### config.mk
export PLATFORM = sky130hd
export DESIGN_NAME = quadrature_input_filter
export DESIGN_NICKNAME = d
export VERILOG_FILES = /design/src/rtl/quadrature_input_filter.sv
export SDC_FILE = /design/constraint.sdc
export NUM_CORES = 1
export LEC_CHECK = 0
export ABC_AREA = 1
export CAP_MARGIN = 30
export CORE_AREA = 2 2 53 55
export CTS_CLUSTER_SIZE = 28
export DETAILED_ROUTE_END_ITERATION = 16
export DIE_AREA = 0 0 55 57
export GPL_TIMING_DRIVEN = 0
export PLACE_DENSITY_LB_ADDON = 0.1
export RECOVER_POWER = 25
export SYNTH_ARGS = -nofsm -noshare
export SYNTH_HDL_FRONTEND = slang
export SYNTH_SLANG_ARGS = --single-unit
### constraint.sdc
create_clock -name CLK -period 2 [get_ports CLK]
set_clock_uncertainty 0.2 [all_clocks]
set_input_delay 0.2 -clock CLK [delete_from_list [all_inputs] [get_ports CLK]]
set_output_delay 0.2 -clock CLK [all_outputs]
set_load 0.01 [all_outputs]
### src/rtl/quadrature_input_filter.sv
// Synchronises and persistence-filters encoder A/B pins, then decodes step/dir/illegal-transition.
// Latency: pin to clean level in 2+FILTER_CYCLES clocks, step one clock later; no backpressure, step is a bare pulse.
module quadrature_input_filter #(
    parameter int FILTER_CYCLES = 16,
    parameter int FILTER_W      = 5,
    parameter bit X4_MODE       = 1'b1
) (
    input  logic CLK,
    input  logic RST_N,
    input  logic A,
    input  logic B,
    input  logic ERR_CLR,
    output logic A_clean,
    output logic B_clean,
    output logic step,
    output logic dir,
    output logic err
);

    localparam int STARTUP_CYCLES = FILTER_CYCLES + 3;
    localparam logic [FILTER_W-1:0] CNT_LAST     = FILTER_W'(FILTER_CYCLES - 1);
    localparam logic [FILTER_W-1:0] STARTUP_LAST = FILTER_W'(STARTUP_CYCLES);

    // Bit 1 carries channel A, bit 0 channel B throughout.
    logic [1:0]          s1_q, s1_d;
    logic [1:0]          s2_q, s2_d;
    logic [1:0]          clean_q, clean_d;
    logic [1:0]          prev_q, prev_d;
    logic [FILTER_W-1:0] cnt_q [2];
    logic [FILTER_W-1:0] cnt_d [2];
    logic [FILTER_W-1:0] startup_q, startup_d;
    logic                step_q, step_d;
    logic                dir_q, dir_d;
    logic                err_q, err_d;
    logic [1:0]          chg;
    logic                blank;

    always_comb begin
        s1_d = {A, B};
        s2_d = s1_q;
    end

    always_comb begin
        for (int i = 0; i < 2; i++) begin
            cnt_d[i]   = '0;
            clean_d[i] = clean_q[i];
            if (s2_q[i] != clean_q[i]) begin
                if (cnt_q[i] == CNT_LAST) begin
                    clean_d[i] = s2_q[i];
                end else begin
                    cnt_d[i] = cnt_q[i] + 1'b1;
                end
            end
        end
    end

    always_comb begin
        chg       = clean_q ^ prev_q;
        blank     = (startup_q != STARTUP_LAST);
        startup_d = blank ? startup_q + 1'b1 : startup_q;
        prev_d    = clean_q;
        step_d    = 1'b0;
        dir_d     = dir_q;
        err_d     = err_q & ~ERR_CLR;
        // Blanking swallows whatever the pins were parked at when reset released.
        if (!blank) begin
            case (chg)
                2'b11: err_d = 1'b1;
                2'b10, 2'b01: begin
                    // CW successor of {a,b} is {b,~a}: 00->01->11->10->00.
                    dir_d  = (clean_q == {prev_q[0], ~prev_q[1]});
                    step_d = X4_MODE || chg[1];
                end
                default: ;
            endcase
        end
    end

    always_ff @(posedge CLK or negedge RST_N) begin
        if (!RST_N) begin
            s1_q      <= '0;
            s2_q      <= '0;
            clean_q   <= '0;
            prev_q    <= '0;
            cnt_q[0]  <= '0;
            cnt_q[1]  <= '0;
            startup_q <= '0;
            step_q    <= 1'b0;
            dir_q     <= 1'b0;
            err_q     <= 1'b0;
        end else begin
            s1_q      <= s1_d;
            s2_q      <= s2_d;
            clean_q   <= clean_d;
            prev_q    <= prev_d;
            cnt_q[0]  <= cnt_d[0];
            cnt_q[1]  <= cnt_d[1];
            startup_q <= startup_d;
            step_q    <= step_d;
            dir_q     <= dir_d;
            err_q     <= err_d;
        end
    end

    assign A_clean = clean_q[1];
    assign B_clean = clean_q[0];
    assign step    = step_q;
    assign dir     = dir_q;
    assign err     = err_q;

endmodule

==> flow_summary.yaml <==
timing:
  slew_headroom: 0.566
  tightest_slew_ns: 0.649
  hold_viol: 0
  setup_ws_ns: 0.216
  period_needed_ns: 1.78
  rsz0062_at_grt: "false"
  setup_violations: 0
  slew_violations: 0
  fmax_mhz: 560
  fin_tns_setup_ns: 0
  holdWs_ns: 0.149
  post-route-period-util: 0.892
grt:
  grt-ovfl-total: 0
  gr-usage-all-layers: 0.137
  grt_pass1_wl_mm: 3.10
  grt_pass1_vias: 727
  antenna_found_initial: 0
  grt_max_degree: 16
layout:
  final_util: 0.515
  area_growth_syn_to_layout_pct: 15.3
  antenna_cells: 0
  drive_gt1_frac: 0.202
  finalNetCount: 140
  final_cells: 160
  fill_cells: 248
setup_path:
  crit_path_start_kind: "flip-flop"
  critical-path-top-delay-family: "buffers and inverters"
  cp-end-kind: "primary output"
  crit_type: "reg -> out"
  crit_slowest_cell: "clkdlybuf4s50_1"
  worstPathCellList: "clkdlybuf4s50_1"
  crit_path_max_incr_delay_ns: 0.58
  critPathBufInv: 1
  cp.arrival_ns: 1.38
  cp_data_required_time_ns: 1.60
  path_max_fanout: 7
detailed_routing:
  drt-initial-drc-count: 12
  wl_per_cell_microns: 10.1
  first_pass_iters: 2
  drtAntennaViolNets: 0
  route.detailed.drc: 0
  via_count: 715
  post_drt_via_cell_ratio: 4.47
  finalWirelength_mm: 1.61
cts:
  clock-root-buffer: "clkbuf_4"
  cts.repair.resized: 0
  clk_latency_ns: 0.30
  cts.sinks: 26
  hold_buffers: 0
  numCtsBuffers: 3
  h-tree-depth: 1
  clk_pin_slew_ns: 0.12
  cts_setup_buffers: 0
  cts_tree: "done"
  clockBufferDepth: 2
synth:
  yosys_warnings: 0
  yosysSeqAreaShare: 0.557
  synthTopCellsByArea: "dfrtp_1 56%, nand2_1 6.8%, inv_1 4.8%"
  syn-cell-area_sq_mm: 0.00117
  synth_cell_types: 18
  synth_top_cell_area_share: 0.557
  syn_avg_cell_area_sq_um: 10.1
  synth-seq-cells: 26
  syn_nets: 125
  synthCells: 116
  synth_top_area_cell: "dfrtp_1"
min_path:
  hold_class: "in -> async"
floorplan:
  rows: 19
  initial_utilization: 0.446
  die_h_microns: 57
  fp.dieArea_sq_mm: 0.00314
  fp.coreArea_sq_mm: 0.00262
  dieWidth_microns: 55
  io_pins: 10
run_status:
  status: "finished, final reports clean"
flow_run:
  cap_violations: 0
power_and_ir_drop:
  p_leak_nw: 0.649
  ir_drop_v: 0.000441
  powerDensity_mw_per_mm2: 598
placed_design:
  gp_congestion: 0.690
  portBuffers: 9
  dp_slack_ns: 0.474
  dp_cells: 157
  place_hpwl_mm: 1.28
## path summary, 6_finish.rpt
path                                 start      endpoint  slack [ns]  cells past startpoint
worst max-delay path            clean_q[0]       B_clean        0.22                      1
worst min-delay path                 RST_N      cnt_q[7]        0.15                      1
worst max register to register  clean_q[0]           dir        0.48                      6
worst min register to register     s1_q[0]       s2_q[0]        0.16                      0
max in group asynchronous            RST_N  startup_q[1]        0.96                      2
min in group CLK                   s1_q[0]       s2_q[0]        0.16                      0
## power by group
part           total (W)  switching (W)  internal, W  leakage (nW)
Sequential      0.000551      0.0000112     0.000539         0.333
Combinational  0.0000511      0.0000279    0.0000232         0.302
Clock           0.000203       0.000133    0.0000702        0.0138
Total           0.000805       0.000172     0.000633         0.649
## kinds of logic after synthesis
kind of cell | after synthesis | share of synthesized area
XOR/XNOR | 5 | 0.0375
AO/OA/AOI/OAI | 6 | 0.0322
flip-flops | 26 | 0.557
AND/OR/NAND/NOR | 58 | 0.275
adder cells (fa/ha/maj) | 4 | 0.0429
buffers and inverters | 17 | 0.0547
## final cells by class
cell class | instances | area [sq um] | area share
tap | 31 | 38.8 | 0.0288
multi-input combinational | 73 | 453 | 0.336
inverter | 17 | 63.8 | 0.0474
sequential | 26 | 651 | 0.483
timing repair buffer | 10 | 118 | 0.0874
clock buffer | 3 | 22.5 | 0.0167
## cell usage after synthesis
library cell and count:
nand2_1 21, nor2_4 5, nand2_2 3, inv_2 2, o21ai_0 2, dfrtp_1 26, nand3_1 7, nor3_2 4
o21ai_2 2, xor2_1 4, nand2_4 1, o21ai_1 2, ha_1 4, xnor2_1 1, nor2_1 10, nor2_2 5
nand4_1 2, inv_1 15
## cell usage in the layout (no fill, tap or decap), drive strengths merged
cell type      instances
nand4                  2
nand2                 25
clkdlybuf4s50          6
nor2                  20
xnor2                  1
dlygate4sd3            3
clkbuf                 3
xor2                   4
dfrtp                 26
inv                   17
buf                    1
ha                     4
nor3                   4
nand3                  7
o21ai                  6
## sequential cells by signal (all words and copies together), names as in the netlist
signal / cells
cnt_q: 10
startup_q: 5
clean_q: 2
prev_q: 2
s1_q: 2
s2_q: 2
dir: 1
err: 1
step: 1
## metal layers
metal | wire, microns | global-route usage | vias up
met2 | 742 | 0.190 | 7
li1 | - | - | 386
met5 | 0 | 0 | -
met1 | 796 | 0.197 | 320
met4 | 18 | 0.0732 | 0
met3 | 55 | 0.0314 | 2
## stage by stage
step / instance area [sq um] / power [W]
final: 1350 / 0.000805
after floorplan: 1170 / 0.000584
after detailed placement: 1320 / 0.000615
after CTS: 1350 / 0.000830
after global routing: 1350 / 0.000862
after global placement: 1300 / 0.000607
Power figures use the tool's default switching activity.
==> patch 1: new RTL, same settings <==
Change the parameter `FILTER_W` from 5 to 6.
--- a/src/rtl/quadrature_input_filter.sv
+++ b/src/rtl/quadrature_input_filter.sv
@@ -2,7 +2,7 @@
 // Latency: pin to clean level in 2+FILTER_CYCLES clocks, step one clock later; no backpressure, step is a bare pulse.
 module quadrature_input_filter #(
     parameter int FILTER_CYCLES = 16,
-    parameter int FILTER_W      = 5,
+    parameter int FILTER_W      = 6,
     parameter bit X4_MODE       = 1'b1
 ) (
     input  logic CLK,
Formal check against the unedited RTL: same outputs for any inputs over 10 cycles, from zero or initial values and one cycle with RST_N low; that may be too few to reach the edited logic, so the function may still have changed.
==> patch 1 against the original RTL <==
Power rose by 32%. Area after synthesis is 8.7% higher. Sequential cell count increased by 3. Cell area increased by 11%. Routed wire length up 20%. Setup slack lost 0.014 ns. Critical path type unchanged. Critical endpoint is now A_clean.
==> patch 1: results (changes against the original RTL) <==
Routed wire per std cell 10.9 um (+7.9%); Largest regs cnt_q (12), startup_q (6); relative slew slack 62.2% (+5.6 points); IO buf count 9 (unchanged); Final nets 155 (+11%); DP Wirelength 1460 um (+14%); routability cong. 0.697 (+1.0%); Lkg Pwr 0.714 nW (+10%); worst-case vdd ir drop 688 uV (+56%); largest net degree at the start of global routing 21 (+5); DR iter-0 viols 11 (-1); Syn Nets 138 (+10%); TritonCTS Buffers 5 (+2); sequential share of the synthesized area 57.2% (+1.5 points); post-synthesis xor/xnor area fraction 8.28% (+4.5 points); insertion delay to the later sink of the worst-skew pair 0.33 ns (+0.03 ns); Worst-path clk slew 0.09 ns (-0.03 ns); share of cells above drive strength 1 12.2% (-7.9 points); status complete, no violations; vias in the first global route 850 (+17%); first-pass GRT wire length 3500 um (+13%); Synth Area in Compound Gates 3.75% (+0.53 points); Layout fillers 254 (+2.4%); synth top area cells dfrtp_1 (57%), nand2_1 (5.9%), nor2_1 (5.9%); post-synthesis cell type count 20 (+2); GRT Util Overall 16.0% (+2.3 points); Post-synth top cells dfrtp_1 (29), nand2_1 (20), nor2_1 (20); adder-cell share of the synthesized area 3.94% (-0.34 points); Yosys top cell area share 57.2% (+1.5 points); 1st-pass router iterations 6 (+4)
patch 1: worst max path at each step:
stage / start / end / cells after the start
floorplan: clean_q[0] / dir / 6
global placement: RST_N / clean_q[1] / 1
detailed placement: clean_q[1] / dir / 5
CTS: clean_q[1] / A_clean / 1
global route: clean_q[1] / A_clean / 1
finish: clean_q[1] / A_clean / 1
patch 1: cell type report:
| class | instances | area, sq um | area share [%] |
|---|---|---|---|
| Inverter | 20 | 75.1 | 5.02 |
| Clock buffer | 7 | 65.1 | 4.35 |
| Timing Repair Buffer | 10 | 118 | 7.87 |
| Multi-Input combinational cell | 80 | 468 | 31.3 |
| Clock inverter | 1 | 5.00 | 0.335 |
| Sequential cell | 29 | 726 | 48.5 |
| Tap cell | 31 | 38.8 | 2.59 |
patch 1: cell families after synthesis:
logic type | after synthesis
simple gates | 55
buf+inv | 20
fa+ha+maj | 4
compound gates | 9
flops | 29
xor+xnor | 12
patch 1: stage by stage:
stage	std cells	cell area [sq um]	util [%]	hold slack (ns)	worst slack [ns]
2_1_floorplan	129	1270	-	-0.296	0.527
3_3_place_gp	169	1400	53.4	0.139	0.0731
3_5_place_dp	170	1430	54.5	0.136	0.471
4_1_cts	178	1500	57.2	0.0311	0.166
5_1_grt	178	1500	57.2	0.123	0.106
6_report	178	1500	57.2	0.0977	0.202
patch 1: power breakdown:
part           total [mW]  switching (mW)  internal (mW)
combinational      0.0478          0.0261         0.0217
clock               0.404           0.200          0.203
sequential          0.608         0.00863          0.600
total                1.06           0.235          0.825
patch 1: per-layer routing:
| metal | part of all wire [%] | GRT usage [%] | vias up |
|---|---|---|---|
| li1 | - | - | 429 |
| met1 | 47 | 20.6 | 378 |
| met2 | 45 | 22.1 | 17 |
| met3 | 5.1 | 6.02 | 5 |
| met4 | 2.7 | 10.8 | 0 |
| met5 | 0 | 0 | - |
==> patch 2: new RTL, config.mk and constraints unchanged <==
Without the edit above. Add an input register stage for `A`, `B` and `ERR_CLR`; this delays them by one clock.
--- a/src/rtl/quadrature_input_filter.sv
+++ b/src/rtl/quadrature_input_filter.sv
@@ -21,6 +21,16 @@
     localparam logic [FILTER_W-1:0] CNT_LAST     = FILTER_W'(FILTER_CYCLES - 1);
     localparam logic [FILTER_W-1:0] STARTUP_LAST = FILTER_W'(STARTUP_CYCLES);
 
+    logic A_q;
+    logic B_q;
+    logic ERR_CLR_q;
+
+    always_ff @(posedge CLK) begin
+        A_q       <= A;
+        B_q       <= B;
+        ERR_CLR_q <= ERR_CLR;
+    end
+
     // Bit 1 carries channel A, bit 0 channel B throughout.
     logic [1:0]          s1_q, s1_d;
     logic [1:0]          s2_q, s2_d;
@@ -36,7 +46,7 @@
     logic                blank;
 
     always_comb begin
-        s1_d = {A, B};
+        s1_d = {A_q, B_q};
         s2_d = s1_q;
     end
 
@@ -61,7 +71,7 @@
         prev_d    = clean_q;
         step_d    = 1'b0;
         dir_d     = dir_q;
-        err_d     = err_q & ~ERR_CLR;
+        err_d     = err_q & ~ERR_CLR_q;
         // Blanking swallows whatever the pins were parked at when reset released.
         if (!blank) begin
             case (chg)
Function: no difference found for any inputs over 10 cycles, from zero or initial values and one cycle with RST_N low; that may be too few to reach the edited logic, so the function may still have changed.
==> patch 2 against the original RTL <==
Routed wire length grew 7.9%. Power grew 32%. Sequential cell count grew 3. Largest cell class unchanged. Critical endpoint unchanged. Setup slack lost 0.018 ns. Sequential share of layout area grew 0.98 points. Cell area grew 7.1%. Area after synthesis grew 5.1%.
==> patch 2: results (changes against the original RTL) <==
synth top area cells dfrtp_1 (53%), nand2_1 (6.4%), dfxtp_1 (4.9%); Critical Path End B_clean; routing usage on met2 19.7% (+0.68 points); Syn Nets 128 (+2.4%); CTS H-tree depth 2 (+1); maximum clock frequency 555 MHz (-0.99%); vias in the first global route 752 (+3.4%); TritonCTS Buffers 5 (+2); placed insts 160 (+1.9%); post-synthesis cell type count 19 (+1); worst hold path type input port to async pin; Max stage delay on crit path 0.58 ns (about the same); Post-Layout Cell Count 168 (+5.0%); routed via count 784 (+9.7%); Routed wire per std cell 10.4 um (+2.8%); first-pass GRT wire length 3170 um (+2.5%); Lkg Pwr 0.696 nW (+7.4%); DR iter-0 viols 16 (+4); IO buf count 9 (unchanged); start point of the critical path clean_q[0]; 1st-pass router iterations 4 (+2); worst path arrival time 1.40 ns (+0.02 ns); pre-CTS setup slack 0.468 ns (-0.00664 ns); Layout fillers 240 (-3.2%); insertion delay to the later sink of the worst-skew pair 0.32 ns (+0.02 ns); sequential share of the synthesized area 57.9% (+2.2 points); relative slew slack 59.8% (+3.2 points); routability cong. 0.686 (-0.59%); Mapped Cells 119 (+2.6%); P_sw 0.235 mW (+37%); Worst-path clk slew 0.09 ns (-0.03 ns); share of cells above drive strength 1 22.6% (+2.5 points); delay-heaviest family, CP buffers and inverters; status complete, no violations; dpl cell area 0.00137 sq mm (+3.6%); worst-case vdd ir drop 615 uV (+40%); synth warn 0 (unchanged); GRT Util Overall 14.6% (+0.88 points); met1 Usage GRT 18.7% (-0.91 points); worst reg2reg path endpoint dir; Synth async-reset ratio 89.7% (-10 points); Final nets 145 (+3.6%); M3 GR Usage 6.28% (+3.1 points); DP Wirelength 1280 um (about the same); initial antenna violation count 0 (unchanged)
[patch 2: cells by family (layout without fill, tap and decap cells)]
kind of cell,after synthesis,after routing,share of synthesized area (%)
compound gates,6,6,3.06
simple gates,58,58,26.2
xor+xnor,5,5,3.57
buf+inv,17,35,5.20
flops,29,29,57.9
fa+ha+maj,4,4,4.08
[patch 2: worst min path at each step]
stage                     depth (start not counted)  slack (ns)  start          to
after floorplan                                   0       -0.30  RST_N  clean_q[0]
after global placement                            0        0.12    B_q     s1_q[0]
after detailed placement                          0        0.12    A_q     s1_q[1]
after CTS                                         1        0.06  RST_N    cnt_q[7]
after global routing                              0        0.14    A_q     s1_q[1]
final                                             1        0.11  RST_N    cnt_q[7]
[patch 2: area by class of cell]
class / count / area, sq um / share of cell area, %
Clock inverter: 1 / 5.00 / 0.347
Timing Repair Buffer: 10 / 105 / 7.29
Sequential cell: 29 / 711 / 49.3
Clock buffer: 7 / 65.1 / 4.51
Inverter: 17 / 63.8 / 4.43
Tap cell: 31 / 38.8 / 2.69
Multi-Input combinational cell: 73 / 453 / 31.4
[patch 2: metal layers]
layer | share of wire, % | wire length [um] | vias to the layer above
li1 | - | - | 406
met1 | 49 | 849 | 358
met2 | 44 | 772 | 16
met3 | 4.9 | 85 | 4
met4 | 1.9 | 33 | 0
met5 | 0 | 0 | -
[patch 2: power groups by stage]
stage / logic [mW] / clock network (mW) / registers, mW
global placement: 0.0466 / 0 / 0.626
detailed placement: 0.0507 / 0 / 0.627
CTS: 0.0510 / 0.411 / 0.615
finish: 0.0478 / 0.398 / 0.614
floorplan: 0.0249 / 0 / 0.624
global route: 0.0560 / 0.443 / 0.617
